--- config.mk ---
export PLATFORM = sky130hd
export DESIGN_NAME = pipe_hazard_ctrl_flat
export DESIGN_NICKNAME = d
export VERILOG_FILES = /design/src/rtl/pipe_hazard_ctrl_if.sv /design/src/rtl/pipe_hazard_ctrl.sv /design/src/flat_wrapper.sv
export SDC_FILE = /design/constraint.sdc
export NUM_CORES = 1
export LEC_CHECK = 0
export ABC_AREA = 0
export BUFFER_PORTS_ARGS = -buffer_cell sky130_fd_sc_hd__buf_2
export CAP_MARGIN = 20
export CORE_ASPECT_RATIO = 0.6
export CORE_UTILIZATION = 27
export DETAILED_ROUTE_END_ITERATION = 12
export GPL_TIMING_DRIVEN = 0
export SYNTH_ARGS = -nofsm -noshare
export SYNTH_HDL_FRONTEND = slang
export SYNTH_SLANG_ARGS = --single-unit
--- constraint.sdc ---
create_clock -name clk -period 2.5 [get_ports clk]
set_clock_uncertainty 0.2 [all_clocks]
set_input_delay 0.5 -clock clk [delete_from_list [all_inputs] [get_ports clk]]
set_output_delay 0.5 -clock clk [all_outputs]
set_load 0.01 [all_outputs]
--- src/rtl/pipe_hazard_ctrl_if.sv ---
// Bundle between the pipeline datapath (master) and the hazard sequencer (slave).
// Carries ID/EX/MEM hazard inputs, stage enables/flushes, FSM status and perf counters.
interface pipe_hazard_ctrl_if #(
    parameter int CNT_W = 32
);
    logic [4:0]       id_rs;
    logic [4:0]       id_rt;
    logic             id_uses_rs;
    logic             id_uses_rt;
    logic             id_jump;
    logic             id_syscall;
    logic             id_halt_req;
    logic             ex_regwrite;
    logic             mem_regwrite;
    logic [4:0]       ex_wbreg;
    logic [4:0]       mem_wbreg;
    logic             ex_branch_taken;
    logic             go;

    logic             if_en;
    logic             ifid_en;
    logic             ifid_flush;
    logic             idex_flush;
    logic             halted;
    logic [1:0]       state;
    logic [CNT_W-1:0] cycle_cnt;
    logic [CNT_W-1:0] stall_cnt;
    logic [CNT_W-1:0] flush_cnt;

    modport master (
        output id_rs, id_rt, id_uses_rs, id_uses_rt, id_jump, id_syscall,
               id_halt_req, ex_regwrite, mem_regwrite, ex_wbreg, mem_wbreg,
               ex_branch_taken, go,
        input  if_en, ifid_en, ifid_flush, idex_flush, halted, state,
               cycle_cnt, stall_cnt, flush_cnt
    );

    modport slave (
        input  id_rs, id_rt, id_uses_rs, id_uses_rt, id_jump, id_syscall,
               id_halt_req, ex_regwrite, mem_regwrite, ex_wbreg, mem_wbreg,
               ex_branch_taken, go,
        output if_en, ifid_en, ifid_flush, idex_flush, halted, state,
               cycle_cnt, stall_cnt, flush_cnt
    );
endinterface

--- src/rtl/pipe_hazard_ctrl.sv ---
// Stall/flush sequencer: RAW interlock vs EX/MEM, wrong-path kill, SYSCALL halt/drain/resume.
// Enables/flushes are combinational (same cycle); optional counters under PIPE_PERF_CNT_EN.
module pipe_hazard_ctrl #(
    parameter int CNT_W = 32
) (
    input  logic               clk,
    input  logic               CLR,
    pipe_hazard_ctrl_if.slave  bus
);
    typedef enum logic [1:0] {
        S_RUN   = 2'b00,
        S_DRAIN = 2'b01,
        S_HALT  = 2'b10
    } state_e;

    state_e     state_q;
    logic [1:0] drain_q;
    logic       halted_q;

    logic rs_hit, rt_hit, raw, halt_start;

    assign rs_hit = bus.id_uses_rs && (bus.id_rs != 5'd0) &&
                    ((bus.ex_regwrite  && (bus.ex_wbreg  == bus.id_rs)) ||
                     (bus.mem_regwrite && (bus.mem_wbreg == bus.id_rs)));
    assign rt_hit = bus.id_uses_rt && (bus.id_rt != 5'd0) &&
                    ((bus.ex_regwrite  && (bus.ex_wbreg  == bus.id_rt)) ||
                     (bus.mem_regwrite && (bus.mem_wbreg == bus.id_rt)));
    assign raw    = rs_hit || rt_hit;

    // A taken branch outranks everything else: the ID slot is wrong-path.
    assign halt_start = CLR && (state_q == S_RUN) && !bus.ex_branch_taken && !raw &&
                        bus.id_syscall && bus.id_halt_req;

    always_comb begin
        bus.if_en      = 1'b0;
        bus.ifid_en    = 1'b0;
        bus.ifid_flush = 1'b0;
        bus.idex_flush = 1'b1;
        if (!CLR) begin
            bus.ifid_flush = 1'b1;
        end else if (state_q == S_RUN) begin
            if (bus.ex_branch_taken) begin
                bus.if_en      = 1'b1;
                bus.ifid_en    = 1'b1;
                bus.ifid_flush = 1'b1;
            end else if (raw) begin
                bus.idex_flush = 1'b1;
            end else if (bus.id_syscall && bus.id_halt_req) begin
                // PC stays at syscall+4 so resume refetches from there.
                bus.ifid_en    = 1'b1;
                bus.ifid_flush = 1'b1;
            end else if (bus.id_jump) begin
                bus.if_en      = 1'b1;
                bus.ifid_en    = 1'b1;
                bus.ifid_flush = 1'b1;
                bus.idex_flush = 1'b0;
            end else begin
                bus.if_en      = 1'b1;
                bus.ifid_en    = 1'b1;
                bus.idex_flush = 1'b0;
            end
        end
    end

    always_ff @(posedge clk or negedge CLR) begin
        if (!CLR) begin
            state_q  <= S_RUN;
            drain_q  <= 2'd0;
            halted_q <= 1'b0;
        end else begin
            case (state_q)
                S_RUN: begin
                    if (halt_start) begin
                        state_q <= S_DRAIN;
                        drain_q <= 2'd3;
                    end
                end
                S_DRAIN: begin
                    drain_q <= drain_q - 2'd1;
                    if (drain_q == 2'd1) begin
                        state_q  <= S_HALT;
                        halted_q <= 1'b1;
                    end
                end
                S_HALT: begin
                    if (bus.go) begin
                        state_q  <= S_RUN;
                        halted_q <= 1'b0;
                    end
                end
                default: begin
                    state_q  <= S_RUN;
                    drain_q  <= 2'd0;
                    halted_q <= 1'b0;
                end
            endcase
        end
    end

    assign bus.state  = state_q;
    assign bus.halted = halted_q;

`ifdef PIPE_PERF_CNT_EN
    localparam logic [CNT_W-1:0] CNT_ONE = 1;

    logic [CNT_W-1:0] cyc_q, stall_q, flush_q;
    logic             stall_cyc, flush_cyc;

    assign stall_cyc = (state_q == S_RUN) && !bus.ex_branch_taken && raw;
    assign flush_cyc = (state_q == S_RUN) && (bus.ex_branch_taken ||
                       (!raw && !(bus.id_syscall && bus.id_halt_req) && bus.id_jump));

    always_ff @(posedge clk or negedge CLR) begin
        if (!CLR) begin
            cyc_q   <= '0;
            stall_q <= '0;
            flush_q <= '0;
        end else begin
            if ((state_q != S_HALT) && (cyc_q != '1)) cyc_q   <= cyc_q + CNT_ONE;
            if (stall_cyc && (stall_q != '1))         stall_q <= stall_q + CNT_ONE;
            if (flush_cyc && (flush_q != '1))         flush_q <= flush_q + CNT_ONE;
        end
    end

    assign bus.cycle_cnt = cyc_q;
    assign bus.stall_cnt = stall_q;
    assign bus.flush_cnt = flush_q;
`else
    assign bus.cycle_cnt = '0;
    assign bus.stall_cnt = '0;
    assign bus.flush_cnt = '0;
`endif

endmodule
--- src/flat_wrapper.sv ---
// flat-port wrapper written by rule: the top's interface ports become plain ports
module pipe_hazard_ctrl_flat 
#(
    parameter int CNT_W = 32
)
  (clk, CLR, bus_id_rs, bus_id_rt, bus_id_uses_rs, bus_id_uses_rt, bus_id_jump, bus_id_syscall, bus_id_halt_req, bus_ex_regwrite, bus_mem_regwrite, bus_ex_wbreg, bus_mem_wbreg, bus_ex_branch_taken, bus_go, bus_if_en, bus_ifid_en, bus_ifid_flush, bus_idex_flush, bus_halted, bus_state, bus_cycle_cnt, bus_stall_cnt, bus_flush_cnt);
  pipe_hazard_ctrl_if #(.CNT_W(CNT_W)) bus_i ();
  input  logic clk;
  input  logic CLR;
  input wire logic [$bits(bus_i.id_rs)-1:0] bus_id_rs;
  input wire logic [$bits(bus_i.id_rt)-1:0] bus_id_rt;
  input wire logic [$bits(bus_i.id_uses_rs)-1:0] bus_id_uses_rs;
  input wire logic [$bits(bus_i.id_uses_rt)-1:0] bus_id_uses_rt;
  input wire logic [$bits(bus_i.id_jump)-1:0] bus_id_jump;
  input wire logic [$bits(bus_i.id_syscall)-1:0] bus_id_syscall;
  input wire logic [$bits(bus_i.id_halt_req)-1:0] bus_id_halt_req;
  input wire logic [$bits(bus_i.ex_regwrite)-1:0] bus_ex_regwrite;
  input wire logic [$bits(bus_i.mem_regwrite)-1:0] bus_mem_regwrite;
  input wire logic [$bits(bus_i.ex_wbreg)-1:0] bus_ex_wbreg;
  input wire logic [$bits(bus_i.mem_wbreg)-1:0] bus_mem_wbreg;
  input wire logic [$bits(bus_i.ex_branch_taken)-1:0] bus_ex_branch_taken;
  input wire logic [$bits(bus_i.go)-1:0] bus_go;
  output wire logic [$bits(bus_i.if_en)-1:0] bus_if_en;
  output wire logic [$bits(bus_i.ifid_en)-1:0] bus_ifid_en;
  output wire logic [$bits(bus_i.ifid_flush)-1:0] bus_ifid_flush;
  output wire logic [$bits(bus_i.idex_flush)-1:0] bus_idex_flush;
  output wire logic [$bits(bus_i.halted)-1:0] bus_halted;
  output wire logic [$bits(bus_i.state)-1:0] bus_state;
  output wire logic [$bits(bus_i.cycle_cnt)-1:0] bus_cycle_cnt;
  output wire logic [$bits(bus_i.stall_cnt)-1:0] bus_stall_cnt;
  output wire logic [$bits(bus_i.flush_cnt)-1:0] bus_flush_cnt;
  assign bus_i.id_rs = bus_id_rs;
  assign bus_i.id_rt = bus_id_rt;
  assign bus_i.id_uses_rs = bus_id_uses_rs;
  assign bus_i.id_uses_rt = bus_id_uses_rt;
  assign bus_i.id_jump = bus_id_jump;
  assign bus_i.id_syscall = bus_id_syscall;
  assign bus_i.id_halt_req = bus_id_halt_req;
  assign bus_i.ex_regwrite = bus_ex_regwrite;
  assign bus_i.mem_regwrite = bus_mem_regwrite;
  assign bus_i.ex_wbreg = bus_ex_wbreg;
  assign bus_i.mem_wbreg = bus_mem_wbreg;
  assign bus_i.ex_branch_taken = bus_ex_branch_taken;
  assign bus_i.go = bus_go;
  assign bus_if_en = bus_i.if_en;
  assign bus_ifid_en = bus_i.ifid_en;
  assign bus_ifid_flush = bus_i.ifid_flush;
  assign bus_idex_flush = bus_i.idex_flush;
  assign bus_halted = bus_i.halted;
  assign bus_state = bus_i.state;
  assign bus_cycle_cnt = bus_i.cycle_cnt;
  assign bus_stall_cnt = bus_i.stall_cnt;
  assign bus_flush_cnt = bus_i.flush_cnt;
  pipe_hazard_ctrl #(.CNT_W(CNT_W)) u_core (.clk(clk), .CLR(CLR), .bus(bus_i));
endmodule
* Word level (Yosys, flattened, before mapping) *
Cells that the tools add are included.

storage, ports and cells
  bits of input ports = 31
  output and inout port bits = 103
  bits in registers = 5
  word-level logic and storage cells = 70

cells by class
  $add $sub $neg = 1
  reductions and logical operators = 25
  eq/ne operators = 10
  mux-type cells = 29
  bitwise operators = 2

operators with widths
  kind                                                    number
  two-way mux 1 bit                                       22
  == test 5 bit                                           4
  logical AND 1 bit                                       14
  one-hot mux 2 bit (3 select lines)                      2
  nonzero test 5 bit                                      2
  two-way mux 2 bit                                       4
  AND reduction 3 bit                                     2
  == test 2 x 1 -> 1 bit (second input constant)          2
  inequality test 2 x 1 -> 1 bit (second input constant)  2
  logical OR 1 bit                                        3
  one-hot mux 1 bit (3 select lines)                      1
  == test 2 bit (second input constant)                   1
  logical NOT 1 bit                                       2
  logical NOT 2 bit                                       1
  inequality test 2 bit (second input constant)           1
  NOT 1 bit                                               2
  AND reduction 2 bit                                     1
  subtractor 2 x 1 -> 2 bit (second input constant)       1

* Longest topological paths before layout *
  depth after elaboration = 11
  mapped depth = 5
  mapped depth without buffers = 5

* Least setup slack after synthesis *
Ideal clock, no wire load.

  path type = input to output
  start point = input bus_id_rt[0]
  end point = output bus_idex_flush
  arrival = 1,820 ps
  data required time = 1,800 ps
  stages on the path = 4
  path slack = -20 ps
  buffers on the path = 0
  cell sequence = or4_1 -> o21a_1 -> a32o_2 -> or3_1

on the way
  cells in the longest elaborated chain, start to end = 9
  elaborated cells between the ends (all ways) = 13
  those cells by class = 2 x eq/ne; 4 x mux; 7 x reduce/logical

ends and longest elaborated chain
  element                               line                                            source
  start: declaration                    flat_wrapper.sv:11                              input wire logic [$bits(bus_i.id_rt)-1:0] bus_id_rt;
  == test 5 bit (on tied branches)      pipe_hazard_ctrl.sv:26, pipe_hazard_ctrl.sv:27
  logical AND 1 bit (on tied branches)  pipe_hazard_ctrl.sv:26, pipe_hazard_ctrl.sv:27
  logical OR 1 bit                      pipe_hazard_ctrl.sv:26                          ((bus.ex_regwrite && (bus.ex_wbreg == bus.id_rt)) ||
  logical AND 1 bit *                   pipe_hazard_ctrl.sv:25                          assign rt_hit = bus.id_uses_rt && (bus.id_rt != 5'd0) &&
  logical OR 1 bit *                    pipe_hazard_ctrl.sv:28                          assign raw = rs_hit || rt_hit;
  two-way mux 1 bit *                   pipe_hazard_ctrl.sv:46                          end else if (raw) begin
  two-way mux 1 bit *                   pipe_hazard_ctrl.sv:42                          if (bus.ex_branch_taken) begin
  two-way mux 1 bit *                   pipe_hazard_ctrl.sv:41                          end else if (state_q == S_RUN) begin
  two-way mux 1 bit *                   pipe_hazard_ctrl.sv:39                          if (!CLR) begin
  end: declaration                      flat_wrapper.sv:26                              output wire logic [$bits(bus_i.idex_flush)-1:0] bus_idex_flush;

Every way passes the cells marked *; elsewhere a longest branch is shown, timed or not.

* Worst setup path in the final report *
  start point = input bus_id_rt[4]
  end point = output bus_idex_flush

Same word-level chain as after synthesis.

==> reports/results.ini <==
[drt]
ant_nets=0
wl_mm=2.77
drt_iter0_drc=52
met3_length_um=288
vias_per_cell=3.13
route.met2.wl_mm=1.31
drt-wirelength-per-cell_um=7.45
drt-met1-wl_mm=1.14
routed-via-count=1163
drc_errors=0
first_pass_iters=6
highest_layer=met4

[synth]
yosys_warnings=0
synth-seq-cells=5
synth_cells=169
ys_seq_area_share_pct=9.63
netlist_area_um2=1300
avgSynthCellArea_um2=7.68
synthDistinctLibCells=26

[pwr]
switching_share_pct=40.0
p_per_area_nw_per_um2=386
leakage_nw=1.24
ir_drop_mv=0.225
power_switching_w=0.000315
power_w=0.000788
clockPowerShare_pct=18.9
power_frac_seq_pct=18.7
internal_power_w=0.000472
pwr-share-comb_pct=62.3

[setup_path]
crit_path_start_kind=input port
critPathArrivalTime_ps=2070
cp_max_fo=4
crit_type=in2out
cp-end-kind=output pin
cp.required_ps=1800

[timing]
timing.fmax_ghz=0.361
final.setup.worst_slack_ps=-271
period_needed_ps=2770
hold_viol=0
period_share_pct=111
rsz0062_at_grt=true
slew_viol_final=0
finalSetupViolCount=4

[clock_network]
cts_buffers=3
cts_tree=built
clk_latency_ps=220
clk_pin_slew_ps=30
root_buffer=clkbuf_8
clock_sinks=5
htreeDepth=1
cts_buffer_depth=2

[floorplanning]
pin_count=134
die_area_um2=5100
die_w_um=91.5
coreArea_um2=4590
rows=19
start_util_pct=28.3
fp.dieH_um=55.7

[grt]
grt_pass1_vias=849
grt_pass1_wl_mm=4.04
track_usage_pct=10.2
grt_overflow_total=0
antenna_found_initial=0
grt_max_degree=9

[cells_and_area]
fin_area_um2=2040
drive_above_1_share_pct=46.9
areaGrowthSynthToFinish_pct=57.2
diodes=0
layout.cells.non_filler=372
final_nets=342

[placement]
port_buffers=37
dp.cells=364
place.gp.congestion=0.755
hpwl_mm=2.43
placed_cell_area_um2=1920

[job]
drv_cap=0

[hold_path]
hold_class=reg2reg

[outcome]
status=complete, but fails checks
violations=setup timing

placed cells by master, fill, tap and decap left out, types with 2 or more instances in the layout:
cell type	n
o22ai_1	2
a21oi_1	2
clkbuf_1	2
buf_6	3
nand2_1	10
buf_2	34
dfrtp_1	5
clkbuf_8	3
conb_1	96
nand4_1	4
buf_4	98
xnor2_1	20
o21ai_0	4
inv_1	3
nor2_1	3
logic make-up after synthesis:
family	count (synthesis)	synth area share, %
buffers and inverters	100	56.6
and+or+nand+nor	25	9.54
xor gates and xnor gates	20	13.5
AOI/OAI and AO/OA	17	9.44
DFF	5	9.63
adders and majority gates	1	0.963
other	1	0.289
worst paths after layout:
kind	to	cells after the start	startpoint	slack (ps)
max in group asynchronous	u_core.bus.state[0]	2	CLR	1360
hold reg to reg	u_core.bus.halted	2	u_core.bus.halted	330
setup / recovery	bus_idex_flush	6	bus_id_rt[4]	-270
min in group asynchronous	u_core.drain_q[0]	2	CLR	540
hold / removal	u_core.bus.halted	2	u_core.bus.halted	330
setup reg to reg	u_core.drain_q[1]	5	u_core.bus.state[0]	770
metal layers:
metal / up-vias / track usage [%]
met3: 4 / 2.60
li1: 639 / -
met1: 446 / 13.7
met2: 74 / 15.8
met5: - / 0
met4: 0 / 3.85
sequential cells by signal (all words and copies together), names as in the netlist:
name / flops
u_core.bus.state: 2
u_core.drain_q: 2
u_core.bus.halted: 1
stage by stage:
stage	setup slack [ps]	hold slack, ps	setup TNS [ps]	util [%]
2_1_floorplan	-5.89	4.41	-9.78	-
5_1_grt	-289	388	-799	44.5
3_3_place_gp	-329	149	-817	41.9
4_1_cts	-282	345	-796	44.2
3_5_place_dp	-332	147	-801	41.9
6_report	-271	331	-665	44.5
final cells by class:
cell class                 count  area, um^2
fill                         452        2550
inverter                       3        11.3
sequential                     5         125
tap                           63        78.8
multi-input combinational    159         813
timing repair buffer          41         244
clock buffer                   4        45.0
buffer                        97         724
timing repair:
action	4_1_cts	5_1_grt
buffers inserted	3	0
endpoints found under the hold margin	5	0
hold buffers	1	0
endpoints found under the setup margin	4	4
pin swaps	3	2
resized for setup	6	3
Yosys cell counts:
library cell,count,area (um^2)
a21boi_0,1,7.51
o2bb2ai_1,1,8.76
xnor2_1,20,175
a21oi_1,3,15.0
or3_1,2,12.5
nand2b_1,1,6.26
nand2_1,10,37.5
o22a_1,1,8.76
nand4_1,4,25.0
a32o_2,1,11.3
or4_1,2,15.0
nand3_1,1,5.00
o21ai_0,4,20.0
nor2b_1,1,6.26
o41ai_2,1,16.3
buf_4,96,721
o22ai_1,3,18.8
nor2_1,3,11.3
ha_1,1,12.5
o21a_1,1,7.51
conb_1,1,3.75
a22o_1,1,8.76
dfrtp_1,5,125
clkbuf_1,1,3.75
nor3_1,1,5.00
inv_1,3,11.3
power by group through the flow:
stage | Sequential [W] | Clock, W | Combinational [W]
after CTS | 0.000148 | 0.000153 | 0.000476
after global placement | 0.000146 | 0 | 0.000460
final | 0.000148 | 0.000149 | 0.000491
after detailed placement | 0.000148 | 0 | 0.000462
after floorplan | 0.000151 | 0 | 0.000348
after global routing | 0.000157 | 0.000161 | 0.000542
critical path, stage by stage:
cell and delay, ps:
buf_8 90, or4_4 510, o21a_1 180, a32o_2 270, or3_4 380, buf_6 130
(Power assumes the default switching activity.)
